<file path="config.mk">
export PLATFORM = sky130hd
export DESIGN_NAME = gnn_0_example_weight_dispatch
export DESIGN_NICKNAME = d
export VERILOG_FILES = /design/src/rtl/gnn_0_example_weight_pkg.sv /design/src/rtl/gnn_0_example_inst_fifo.sv /design/src/rtl/gnn_0_example_weight_dispatch.sv
export SDC_FILE = /design/constraint.sdc
export NUM_CORES = 1
export LEC_CHECK = 0
export ABC_AREA = 1
export BUFFER_PORTS_ARGS = -buffer_cell sky130_fd_sc_hd__buf_2
export CORE_MARGIN = 5
export CORE_UTILIZATION = 35
export CTS_BUF_LIST = sky130_fd_sc_hd__clkbuf_8
export DETAILED_ROUTE_END_ITERATION = 8
export HOLD_SLACK_MARGIN = 0.15
export PLACE_DENSITY_LB_ADDON = 0.05
export REMOVE_ABC_BUFFERS = 1
export SLEW_MARGIN = 10
export SYNTH_ARGS = -nofsm -noshare
export SYNTH_HDL_FRONTEND = slang
export SYNTH_HIERARCHICAL = 1
export SYNTH_SLANG_ARGS = --single-unit
</file>
<file path="constraint.sdc">
create_clock -name kernel_clk -period 6.05 [get_ports kernel_clk]
set_clock_uncertainty 0.2 [all_clocks]
set_input_delay 0.605 -clock kernel_clk [delete_from_list [all_inputs] [get_ports kernel_clk]]
set_output_delay 0.605 -clock kernel_clk [all_outputs]
set_load 0.005 [all_outputs]
</file>
<file path="src/rtl/gnn_0_example_weight_pkg.sv">
// Shared types and instruction field layout for the weight-load dispatch stage.
package gnn_0_example_weight_pkg;

  localparam int INST_BITS        = 96;
  localparam int FIELD_W          = 16;
  localparam int BYTE_LEN_LSB     = 80;
  localparam int DRAM_ADDR_LSB    = 64;
  localparam int BUF_LEN_LSB      = 48;
  localparam int BUF_ADDR_LSB     = 32;
  localparam int RSVD_LSB         = 2;
  localparam int RSVD_W           = 30;
  localparam int SIGNAL_READY_BIT = 1;
  localparam int WAIT_RELEASE_BIT = 0;

  typedef struct packed {
    logic [FIELD_W-1:0] byte_len;
    logic [FIELD_W-1:0] dram_addr;
    logic [FIELD_W-1:0] buf_len;
    logic [FIELD_W-1:0] buf_addr;
    logic [RSVD_W-1:0]  rsvd;
    logic               signal_ready;
    logic               wait_release;
  } weight_inst_t;

  typedef enum logic [2:0] {
    ST_IDLE,
    ST_FETCH,
    ST_WAIT_CREDIT,
    ST_ISSUE,
    ST_BUSY,
    ST_REPORT
  } dispatch_state_e;

  // Canonical flat layout handed to the loader.
  function automatic logic [INST_BITS-1:0] pack_inst(input weight_inst_t i);
    logic [INST_BITS-1:0] w;
    w = '0;
    w[BYTE_LEN_LSB  +: FIELD_W] = i.byte_len;
    w[DRAM_ADDR_LSB +: FIELD_W] = i.dram_addr;
    w[BUF_LEN_LSB   +: FIELD_W] = i.buf_len;
    w[BUF_ADDR_LSB  +: FIELD_W] = i.buf_addr;
    w[RSVD_LSB      +: RSVD_W]  = i.rsvd;
    w[SIGNAL_READY_BIT]         = i.signal_ready;
    w[WAIT_RELEASE_BIT]         = i.wait_release;
    return w;
  endfunction

endpackage

</file>
<file path="src/rtl/gnn_0_example_inst_fifo.sv">
// First-word-fall-through instruction queue with occupancy count.
module gnn_0_example_inst_fifo #(
  parameter int WIDTH = 96,
  parameter int DEPTH = 8
) (
  input  logic                     clk,
  input  logic                     rst,
  input  logic                     push,
  input  logic                     pop,
  input  logic [WIDTH-1:0]         din,
  output logic [WIDTH-1:0]         dout,
  output logic                     full,
  output logic                     empty,
  output logic [$clog2(DEPTH):0]   count
);

  localparam int AW = $clog2(DEPTH);
  localparam logic [AW:0] FULL_CNT = (AW+1)'(DEPTH);

  logic [WIDTH-1:0] mem [DEPTH];
  logic [AW-1:0]    wr_ptr;
  logic [AW-1:0]    rd_ptr;
  logic             do_push;
  logic             do_pop;

  assign full    = (count == FULL_CNT);
  assign empty   = (count == '0);
  assign do_push = push && !full;
  assign do_pop  = pop && !empty;
  assign dout    = mem[rd_ptr];

  // DEPTH is a power of two, so pointer overflow is the wrap.
  always_ff @(posedge clk) begin
    if (rst) begin
      wr_ptr <= '0;
      rd_ptr <= '0;
      count  <= '0;
    end else begin
      if (do_push) wr_ptr <= wr_ptr + 1'b1;
      if (do_pop)  rd_ptr <= rd_ptr + 1'b1;
      case ({do_push, do_pop})
        2'b10:   count <= count + 1'b1;
        2'b01:   count <= count - 1'b1;
        default: count <= count;
      endcase
    end
  end

  always_ff @(posedge clk) begin
    if (do_push) mem[wr_ptr] <= din;
  end

endmodule

</file>
<file path="src/rtl/gnn_0_example_weight_dispatch.sv">
// Credit-gated issue stage for the weight loader, one load in flight at a time.
// Optional WEIGHT_DISPATCH_PERF_EN adds busy-cycle and issue counters.
//
// state       | meaning
// ST_IDLE     | waiting for a queued instruction; pops head into hold
// ST_FETCH    | decide whether the held instruction needs a buffer credit
// ST_WAIT_CREDIT | stalled until MM releases a buffer half
// ST_ISSUE    | ap_start pulse, ctrl_* valid
// ST_BUSY     | loader running, waiting for ap_done
// ST_REPORT   | weight_ready pulse if signal_ready was set
module gnn_0_example_weight_dispatch
  import gnn_0_example_weight_pkg::*;
#(
  parameter int WEIGHT_INST_LENGTH = 96,
  parameter int C_M_AXI_ADDR_WIDTH = 64,
  parameter int FIFO_DEPTH         = 8,
  parameter int CREDIT_W           = 3,
  parameter int INIT_CREDITS       = 2
) (
  input  logic                            kernel_clk,
  input  logic                            kernel_rst,
  input  logic                            inst_valid,
  output logic                            inst_ready,
  input  logic [WEIGHT_INST_LENGTH-1:0]   inst_data,
  input  logic [C_M_AXI_ADDR_WIDTH-1:0]   addr_offset,
  output logic                            ap_start,
  input  logic                            ap_done,
  output logic [C_M_AXI_ADDR_WIDTH-1:0]   ctrl_addr_offset,
  output logic [WEIGHT_INST_LENGTH-1:0]   ctrl_instruction,
  input  logic                            release_valid,
  output logic                            weight_ready,
  output logic [$clog2(FIFO_DEPTH):0]     fifo_count,
  output logic                            idle
`ifdef WEIGHT_DISPATCH_PERF_EN
  ,
  output logic [31:0]                     perf_busy_cycles,
  output logic [15:0]                     perf_inst_count
`endif
);

  localparam logic [CREDIT_W-1:0] CREDIT_MAX  = {CREDIT_W{1'b1}};
  localparam logic [CREDIT_W-1:0] CREDIT_INIT = CREDIT_W'(INIT_CREDITS);

  dispatch_state_e               state;
  dispatch_state_e               state_next;
  weight_inst_t                  hold;
  logic [CREDIT_W-1:0]           credits;
  logic [WEIGHT_INST_LENGTH-1:0] fifo_dout;
  logic                          fifo_full;
  logic                          fifo_empty;
  logic                          pop;
  logic                          consume;

  gnn_0_example_inst_fifo #(
    .WIDTH (WEIGHT_INST_LENGTH),
    .DEPTH (FIFO_DEPTH)
  ) u_fifo (
    .clk   (kernel_clk),
    .rst   (kernel_rst),
    .push  (inst_valid),
    .pop   (pop),
    .din   (inst_data),
    .dout  (fifo_dout),
    .full  (fifo_full),
    .empty (fifo_empty),
    .count (fifo_count)
  );

  always_ff @(posedge kernel_clk) begin
    if (kernel_rst) state <= ST_IDLE;
    else            state <= state_next;
  end

  always_comb begin
    state_next = state;
    pop        = 1'b0;
    consume    = 1'b0;
    case (state)
      ST_IDLE: begin
        if (!fifo_empty) begin
          pop        = 1'b1;
          state_next = ST_FETCH;
        end
      end
      ST_FETCH: begin
        if (!hold.wait_release) begin
          state_next = ST_ISSUE;
        end else if (credits != '0) begin
          consume    = 1'b1;
          state_next = ST_ISSUE;
        end else begin
          state_next = ST_WAIT_CREDIT;
        end
      end
      ST_WAIT_CREDIT: begin
        // A release arriving while empty is handed straight to this load.
        if ((credits != '0) || release_valid) begin
          consume    = 1'b1;
          state_next = ST_ISSUE;
        end
      end
      ST_ISSUE:  state_next = ST_BUSY;
      ST_BUSY:   if (ap_done) state_next = ST_REPORT;
      ST_REPORT: state_next = ST_IDLE;
      default:   state_next = ST_IDLE;
    endcase
  end

  always_ff @(posedge kernel_clk) begin
    if (kernel_rst) begin
      hold             <= '0;
      ctrl_instruction <= '0;
      ctrl_addr_offset <= '0;
    end else begin
      if (pop) hold <= weight_inst_t'(fifo_dout);
      if (state_next == ST_ISSUE) begin
        ctrl_instruction <= pack_inst(hold);
        ctrl_addr_offset <= addr_offset;
      end
    end
  end

  always_ff @(posedge kernel_clk) begin
    if (kernel_rst) begin
      credits <= CREDIT_INIT;
    end else if (release_valid && !consume) begin
      if (credits != CREDIT_MAX) credits <= credits + 1'b1;
    end else if (consume && !release_valid) begin
      credits <= credits - 1'b1;
    end
  end

  assign inst_ready   = !fifo_full;
  assign ap_start     = (state == ST_ISSUE);
  assign weight_ready = (state == ST_REPORT) && hold.signal_ready;
  assign idle         = fifo_empty && (state == ST_IDLE);

`ifdef WEIGHT_DISPATCH_PERF_EN
  always_ff @(posedge kernel_clk) begin
    if (kernel_rst) begin
      perf_busy_cycles <= '0;
      perf_inst_count  <= '0;
    end else begin
      if ((state == ST_ISSUE) || (state == ST_BUSY)) perf_busy_cycles <= perf_busy_cycles + 1'b1;
      if (ap_start) perf_inst_count <= perf_inst_count + 1'b1;
    end
  end
`endif

endmodule

</file>
==> PnR_summary.wiki <==
{| class="wikitable"
! Metric !! Value
|-
| Run status || finished clean
|-
| Number of buffers inserted to repair setup after CTS || 0
|-
| Cell Pwr Density || 438.8 mW/mm^2
|-
| Hold Vio Cnt, Final || 0
|-
| GRT Residual Overflow || 0
|-
| Final design area excluding fillers || 0.04757 mm^2
|-
| Setup TNS || 0 ps
|-
| Unrepaired setup endpoints after global routing || no
|-
| Count of cells along the worst register-to-register path || 8
|-
| Pre-CTS setup slack || 2910 ps
|-
| Vias || 26555
|-
| Slew Viols, Final || 0
|-
| Startpoint types || flop
|-
| Maximum net fanout on the critical path || 171
|-
| WL per Instance || 19.45 um
|-
| Static leakage power || 17.62 nW
|-
| Worst hold path endpoint || hold[60]$_SDFFE_PP0P_
|-
| Buffers on Ports || 332
|-
| Total track usage || 0.1738
|-
| Share of power burned in registers || 0.441
|-
| Wire length of the first global-routing pass || 162.7 mm
|-
| Clock tree sinks || 1043
|-
| Crit. End Element || flop
|-
| Number of buffers on the longest clock path || 3
|-
| Sequential cell area fraction in the yosys report || 0.7224
|-
| Sw power || 6.980 mW
|-
| Layout cell share with drive strength beyond 1 || 0.1565
|-
| Highest Clock Rate || 0.3255 GHz
|-
| Worst-path clk slew || 60 ps
|-
| Count of nets after finishing || 3981
|-
| Max-cap check violation count || 0
|-
| Per-instance average area after synthesis || 11.90 um^2
|-
| Final min period || 3073 ps
|-
| Switching portion of total power || 0.3345
|-
| Final worst slack || 2977 ps
|-
| Most used cells in the layout excluding fill and tap cells || 768 x edfxtp_1, 525 x nor2_1, 486 x o21ai_0
|-
| Chip height || 346.1 um
|-
| Final-layout fill cell count || 10618
|-
| Capture point of the worst reg-to-reg path || hold[11]$_SDFFE_PP0P_
|-
| Peak VDD IR || 0.3553 mV
|-
| Transition at the pin with the smallest max-transition slack || 1161 ps
|-
| Share of total power in the clock network || 0.294
|-
| Detailed-route wire length || 106.4 mm
|-
| TritonCTS clock tree || yes
|-
| Total half-perimeter wirelength after legalization and detailed placement || 52.31 mm
|-
| Critical path class || flop to flop
|-
| 1st-iter DRT viols || 1577
|-
| Register-to-register setup slack || 2980 ps
|-
| Total of endpoints with negative setup slack in the final report || 0
|-
| Row count || 123
|-
| Clock root buffer master || clkbuf_8
|-
| Worst endpoint required time || 6580 ps
|-
| Number of H-tree levels || 4
|-
| Most common library cell in the layout ignoring fill and taps || edfxtp_1
|-
| Min-delay src || hold[60]$_SDFFE_PP0P_
|-
| Horiz. Die Dim || 346.1 um
|-
| Number of cells produced by synthesis || 3324
|-
| Number of instances on the worst hold path || 2
|-
| Netlist area before placement || 0.03955 mm^2
|-
| Layout overhead on the synthesized area || 20.28%
|-
| RePlAce Congestion || 0.7278
|-
| P_int || 13.89 mW
|-
| Count of instances resized after the clock tree is built || 0
|-
| Period utilization || 0.5079
|-
| Vias in the first global route || 26758
|-
| Synthesis Warnings || 6
|-
| Number of buffers inserted during clock tree synthesis || 181
|-
| Final Hold Slack || 250.7 ps
|-
| I/O pins || 333
|-
| Synthesis-stage register bit count || 1043
|-
| Residual DRC count || 0
|-
| Starting Density || 0.3520
|-
| Pin count of the biggest net entering global routing || 184
|-
| Arrival @ worst endpoint || 3610 ps
|-
| Combinational Power Share || 0.264
|-
| DR vias/cell || 4.852
|-
| Number of detailed-route iterations in the first pass || 8
|-
| Total placed instance area || 0.04235 mm^2
|-
| Die area || 0.1198 mm^2
|-
| Number of nets with antenna violations after detailed routing || 0
|-
| Number of distinct library cells after synthesis || 36
|-
| Worst slew margin relative to its limit || 0.2259
|-
| Placeable core area || 0.1123 mm^2
|-
| Insertion delay to the later sink of the worst-skew pair || 830 ps
|-
| Path category of the worst min-delay check || flop to flop
|-
| Hold buffer count at cts || 165
|-
| Number of antenna violations at the first check in global routing || 14
|}
==> routing by layer <==
| layer | vias to the layer above | wire length (um) | global-route usage |
|---|---|---|---|
| met5 | - | 99 | 0 |
| met4 | 16 | 2011 | 0.04945 |
| met3 | 174 | 5328 | 0.03862 |
| met2 | 628 | 49920 | 0.2869 |
| met1 | 12979 | 49060 | 0.2319 |
| li1 | 12758 | - | - |
==> area by class of cell <==
cell class / instances / area (um^2) / area share
flip-flops and latches: 1043 / 28580 / 0.6008
multi-input cells: 1930 / 9358 / 0.1967
diodes: 5 / 12.51 / 0.0002630
inverters: 129 / 506.7 / 0.01065
clock inverters: 125 / 575.6 / 0.01210
repair buffers: 525 / 3686 / 0.07749
well taps: 1500 / 1877 / 0.03946
clock buffers: 216 / 2973 / 0.06250
==> per-stage QoR <==
| step | power (mW) | utilization | std cells |
|---|---|---|---|
| floorplan | 12.85 | - | 3102 |
| CTS | 21.27 | 0.4233 | 5468 |
| global placement | 14.77 | 0.3770 | 4962 |
| detailed placement | 14.89 | 0.3770 | 4962 |
| global route | 22.35 | 0.4233 | 5470 |
| finish | 20.87 | 0.4234 | 5473 |
==> flip-flops by register name, summed over array words and instances, names as in the netlist, named ones only <==
| name | cells |
|---|---|
| u_fifo/rd_ptr | 3 |
| ctrl_instruction | 96 |
| u_fifo/mem | 768 |
| credits | 3 |
| hold | 96 |
| u_fifo/count | 4 |
| u_fifo/wr_ptr | 3 |
| state | 3 |
| ctrl_addr_offset | 64 |
==> cells by family after synthesis <==
| group | Yosys count | share of synthesized area |
|---|---|---|
| xor gates and xnor gates | 3 | 0.0006646 |
| DFF | 1043 | 0.7224 |
| and+or+nand+nor | 878 | 0.08464 |
| adders and majority gates | 6 | 0.002088 |
| AOI/OAI and AO/OA | 947 | 0.1232 |
| muxes | 96 | 0.02430 |
| buffers and inverters | 351 | 0.04271 |
==> critical path, stage by stage, from the launching register on <==
cell and delay [ps]:
dfxtp_4 520, inv_8 640, buf_12 690, o21ai_0 220, o21ai_1 120, nand2_1 70, nand2_1 100, o21ai_0 80
a21oi_1 180
==> how the worst max path moves through the flow <==
stage	end	startpoint	slack (ps)
after floorplan	hold[0]$_SDFFE_PP0P_	flop	-6730
after global placement	u_fifo/mem[7][61]$_DFFE_PP_	inst_valid	2900
after detailed placement	u_fifo/mem[7][61]$_DFFE_PP_	inst_valid	2910
after CTS	hold[58]$_SDFFE_PP0P_	flop	2930
after global routing	hold[11]$_SDFFE_PP0P_	flop	2710
final	hold[11]$_SDFFE_PP0P_	flop	2980
==> synthesized netlist by cell type <==
cell type	count	area, um^2
inv_2	3	11.26
xnor2_1	2	17.52
o21a_1	1	7.510
nor3_1	2	10.01
buf_2	73	365.4
nand2_4	1	11.26
nor3b_1	2	15.01
fa_1	1	20.02
o22ai_1	96	600.6
nand4_1	1	6.260
nand2_1	320	1201
nor2_2	3	18.77
nor2_1	533	2001
buf_6	31	349.1
a41oi_1	1	8.760
a211oi_1	1	7.510
o21ai_2	1	8.760
xor2_1	1	8.760
a21oi_1	202	1011
nand3_1	13	65.06
ha_1	5	62.56
clkbuf_1	106	397.9
nand2_2	1	6.260
mux2i_1	96	960.9
or2_2	1	6.260
o21ai_1	159	795.8
clkinv_1	2	7.510
buf_4	6	45.04
dfxtp_1	275	5505
inv_1	123	461.7
buf_8	2	30.03
edfxtp_1	768	23060
inv_4	1	6.260
o21ai_0	486	2432
nor4_1	1	6.260
buf_1	4	15.01
==> power by group through the flow <==
stage	Sequential [mW]	Combinational, mW	Clock [mW]
final	9.21	5.52	6.14
after global routing	9.33	6.28	6.75
after CTS	9.22	5.65	6.40
after detailed placement	9.36	5.53	0
after global placement	9.33	5.44	0
after floorplan	9.64	3.21	0
(Power assumes the default switching activity.)
